$ cat src/rtl/ddr3_read_return.sv
// Host-side read-return stage: turns host read requests into return-FIFO pops,
// registers the returned words, tracks bursts and checks address continuity.
module ddr3_read_return #(
  parameter int BL     = 8,
  parameter int PEND_W = 3
) (
  input  logic              clk,
  input  logic              resetbar,
  input  logic              read,
  input  logic [41:0]       fifo_data,
  input  logic              fifo_notempty,
  output logic              fifo_get,
  output logic [15:0]       dout,
  output logic [25:0]       raddr,
  output logic              validout,
  output logic              burst_done,
  output logic [PEND_W-1:0] pending,
  output logic              overflow,
  output logic              addr_err
);
  localparam int                IDX_W    = $clog2(BL);
  localparam logic [PEND_W-1:0] PEND_MAX = '1;
  localparam logic [IDX_W-1:0]  IDX_LAST = IDX_W'(BL - 1);

  logic [PEND_W-1:0] pending_q, pending_d;
  logic              overflow_q, overflow_d;
  logic              addr_err_q, addr_err_d;
  logic              get_d1_q;
  logic              validout_q;
  logic              burst_done_q, burst_done_d;
  logic [IDX_W-1:0]  idx_q, idx_d;
  logic [15:0]       dout_q, dout_d;
  logic [25:0]       raddr_q, raddr_d;

  logic              drop;
  logic [25:0]       addr_in;
  logic [25:0]       addr_exp;
  logic              addr_bad;

  assign fifo_get = resetbar & (pending_q != '0) & fifo_notempty;
  // A pop in the same cycle frees a slot, so a read at saturation is only
  // dropped when nothing is popped.
  assign drop     = read & ~fifo_get & (pending_q == PEND_MAX);
  assign addr_in  = fifo_data[41:16];
  assign addr_exp = raddr_q + 26'd1;
  assign addr_bad = get_d1_q & (idx_q != '0) & (addr_in != addr_exp);

  always_comb begin
    pending_d    = pending_q;
    overflow_d   = overflow_q | drop;
    addr_err_d   = addr_err_q | addr_bad;
    idx_d        = idx_q;
    dout_d       = dout_q;
    raddr_d      = raddr_q;
    burst_done_d = 1'b0;

    if (read && !fifo_get && !drop) begin
      pending_d = pending_q + PEND_W'(1);
    end else if (!read && fifo_get) begin
      pending_d = pending_q - PEND_W'(1);
    end

    if (get_d1_q) begin
      dout_d       = fifo_data[15:0];
      raddr_d      = addr_in;
      idx_d        = idx_q + IDX_W'(1);
      burst_done_d = (idx_q == IDX_LAST);
    end
  end

  always_ff @(posedge clk) begin
    if (!resetbar) begin
      pending_q    <= '0;
      overflow_q   <= 1'b0;
      addr_err_q   <= 1'b0;
      get_d1_q     <= 1'b0;
      validout_q   <= 1'b0;
      burst_done_q <= 1'b0;
      idx_q        <= '0;
      dout_q       <= '0;
      raddr_q      <= '0;
    end else begin
      pending_q    <= pending_d;
      overflow_q   <= overflow_d;
      addr_err_q   <= addr_err_d;
      get_d1_q     <= fifo_get;
      validout_q   <= get_d1_q;
      burst_done_q <= burst_done_d;
      idx_q        <= idx_d;
      dout_q       <= dout_d;
      raddr_q      <= raddr_d;
    end
  end

  assign dout       = dout_q;
  assign raddr      = raddr_q;
  assign validout   = validout_q;
  assign burst_done = burst_done_q;
  assign pending    = pending_q;
  assign overflow   = overflow_q;
  assign addr_err   = addr_err_q;

endmodule

$ cat config.mk
export PLATFORM = sky130hd
export DESIGN_NAME = ddr3_read_return
export DESIGN_NICKNAME = d
export VERILOG_FILES = /design/src/rtl/ddr3_read_return.sv
export SDC_FILE = /design/constraint.sdc
export NUM_CORES = 1
export LEC_CHECK = 0
export CORE_AREA = 2 2 100 82
export DETAILED_ROUTE_END_ITERATION = 6
export DIE_AREA = 0 0 102 84
export GPL_TIMING_DRIVEN = 0
export PLACE_DENSITY = 0.67
export SLEW_MARGIN = 40
export SYNTH_ARGS = -nofsm -noshare
export SYNTH_HDL_FRONTEND = slang
export SYNTH_SLANG_ARGS = --single-unit
$ cat constraint.sdc
create_clock -name clk -period 2.7 [get_ports clk]
set_input_delay 0.27 -clock clk [delete_from_list [all_inputs] [get_ports clk]]
set_output_delay 0.27 -clock clk [all_outputs]
set_load 0.02 [all_outputs]
==> results.cfg <==
[run_status]
status = complete, no violations

[pwr]
total_power_uw = 1990
leakage_uw = 0.001428
peakVddDrop_v = 0.0002300
powerDensity_nw_per_um2 = 474.7
switching_share_pct = 31.94
clkPwrFrac_pct = 22.6
p_int_uw = 1354
p_comb_share_pct = 31.1
p_seq_share_pct = 46.3
switchingPower_uw = 635.5

[timing]
final-max-slew-violation-count = 0
max_freq_ghz = 0.4099
setup_viol = 0
worst_slew_pin_slew_ns = 0.7632
min_period_over_period_pct = 90.35
tns_ns = 0
hold_violations = 0
relSlewSlack_pct = 49.12
whs_ns = 0.4909
min_period_ns = 2.440
skew_ns = 0.007249

[global_route]
grt_pass1_wl_um = 11940
antenna_found_initial = 0
grt_remaining_overflow = 0
grt_pass1_vias = 2505
grt_max_degree = 17
grt_use_total_pct = 17.23

[routing]
drc = 0
ant_nets = 0
wire_per_inst_um = 13.63
vias = 2613
drtPass1Iterations = 4
via_per_inst = 4.958
routed_wirelength_um = 7184
drtIter0Drc = 61

[cells_and_area]
area_growth_pct = 41.65
drive_above_1_share_pct = 5.967
fill_cells = 725
diodes = 0
nets = 470

[critical_path]
reg2regPathDepth = 8
slowest_stage = or4_1
path_cells = ha_4 -> nand3_4 -> nor4_4 -> nand2_2 -> or4_1 -> a2111oi_1 -> and4_1 -> a31oi_1
arrival_ns = 2.63
crit_type = reg2reg
crit_required_ns = 2.89
cp-end-kind = register
worstPathMaxFanout = 7
cp-start-kind = register
slowest_delay_ns = 0.50

[logic_synthesis]
yosys-top-cells-area = dfxtp_1, mux2i_1, nor2b_1
synth-seq-cells = 53
async_reset_ff_share_pct = 0
ys_seq_area_share_pct = 35.86
yosysMostFrequentCell = dfxtp_1
yosysWarnings = 0
synth_fp_nets = 365
synth.top_cell.area_share_pct = 35.86
syn_inst = 314
yosysTopAreaCell = dfxtp_1
synth_common_cells = dfxtp_1, mux2i_1, nor2b_1
ys.flop_type = dfxtp_1
synth.avg_cell_area_um2 = 9.424
syn_area_um2 = 2959
synth.distinct_cells = 50
synth_edf_count = 0

[clocking]
clock_latency_ns = 0.31
clock_sinks = 53
cts_hold_buffers = 0
path_clk_slew_ns = 0.10
numCtsBuffers = 5
cts_buffer_depth = 2
cts.htree.levels = 2
cts_tree = built
cts_root_buf = clkbuf_8

[floorplan]
io_pins = 96
fp.dieW_um = 102
placementRows = 29
start_util_pct = 38.47
dieArea_um2 = 8568
placeableCoreArea_um2 = 7692
fp.dieH_um = 84

[placement]
hpwl_um = 5466
place_congestion = 0.8023
numPortBuffers = 95

[hold_path]
hold_class = reg2reg
whs_path_depth = 1

[run]
drv_cap = 0
layout make-up:
cell class,instances,area (um^2),area share (%)
Clock inverter,2,16.27,0.3881
Buffer,15,58.81,1.403
Inverter,9,33.78,0.8060
Multi-Input combinational cell,237,1839,43.88
Tap cell,108,135.1,3.224
Sequential cell,53,1066,25.43
Clock buffer,5,68.82,1.642
Timing Repair Buffer,98,973.4,23.22
kinds of logic after synthesis:
kind of cell | after synthesis | synth area share (%)
xor gates and xnor gates | 37 | 10.95
DFF | 53 | 35.86
and+or+nand+nor | 114 | 23.51
adders and majority gates | 5 | 2.368
muxes | 49 | 16.62
buffers and inverters | 24 | 3.129
AOI/OAI and AO/OA | 32 | 7.570
timing repair:
action                                  in CTS  in global routing
endpoints found under the setup margin       1                  1
setup buffers                                0                  3
gates resized for setup                      1                  7
gates cloned                                 0                  0
pin swaps                                    0                  1
registers in the layout, summed over array words and instances, names as in the netlist:
register	count
raddr	26
burst_done	1
addr_err	1
pending	3
validout	1
get_d1_q	1
dout	16
overflow	1
idx_q	3
worst max-delay path, delay by kind of cell (launching register included):
kind,cells,cell delay (ns)
DFF,1,0.40
AOI/OAI and AO/OA,2,0.43
and+or+nand+nor,5,1.31
adders and majority gates,1,0.19
final timing paths:
kind | slack, ns | from | end
setup / recovery | 0.26 | raddr[0] | addr_err
hold / removal | 0.49 | overflow | overflow
setup reg to reg | 0.26 | raddr[0] | addr_err
hold reg to reg | 0.49 | overflow | overflow
layout by cell type (no fill, tap or decap), types with 8 or more instances in the layout:
master           instances
inv_1                    9
nor2b_1                 46
xor2_1                  18
xnor2_1                 19
clkdlybuf4s50_1         95
mux2i_1                 48
clkbuf_1                10
dfxtp_1                 51
nand2_1                  8
nor2_1                  11
routing by layer:
| metal | wire length, um | vias to the layer above | GRT usage [%] | share of wire (%) |
|---|---|---|---|---|
| met3 | 689 | 9 | 7.203 | 9.6 |
| met1 | 3286 | 1209 | 22.24 | 46 |
| met4 | 89 | 0 | 4.242 | 1.2 |
| met5 | 0 | - | 0 | 0 |
| met2 | 3119 | 83 | 26.61 | 43 |
| li1 | - | 1312 | - | - |
power by group through the flow:
| stage | clock network [uW] | logic (uW) | registers [uW] |
|---|---|---|---|
| 2_1_floorplan | 0 | 292 | 995 |
| 3_3_place_gp | 0 | 607 | 934 |
| 3_5_place_dp | 0 | 619 | 937 |
| 4_1_cts | 470 | 622 | 920 |
| 5_1_grt | 496 | 677 | 934 |
| 6_report | 449 | 619 | 922 |
per-stage QoR:
stage,std cells,util (%),instance area (um^2),setup slack (ns)
2_1_floorplan,314,-,2959,0.1092
6_report,527,54.49,4192,0.2605
3_5_place_dp,517,52.59,4045,-0.05541
5_1_grt,527,54.49,4192,-0.004917
3_3_place_gp,517,52.59,4045,-0.01684
4_1_cts,524,53.76,4135,0.03672
Note: power is estimated with default switching activity, not from simulation.
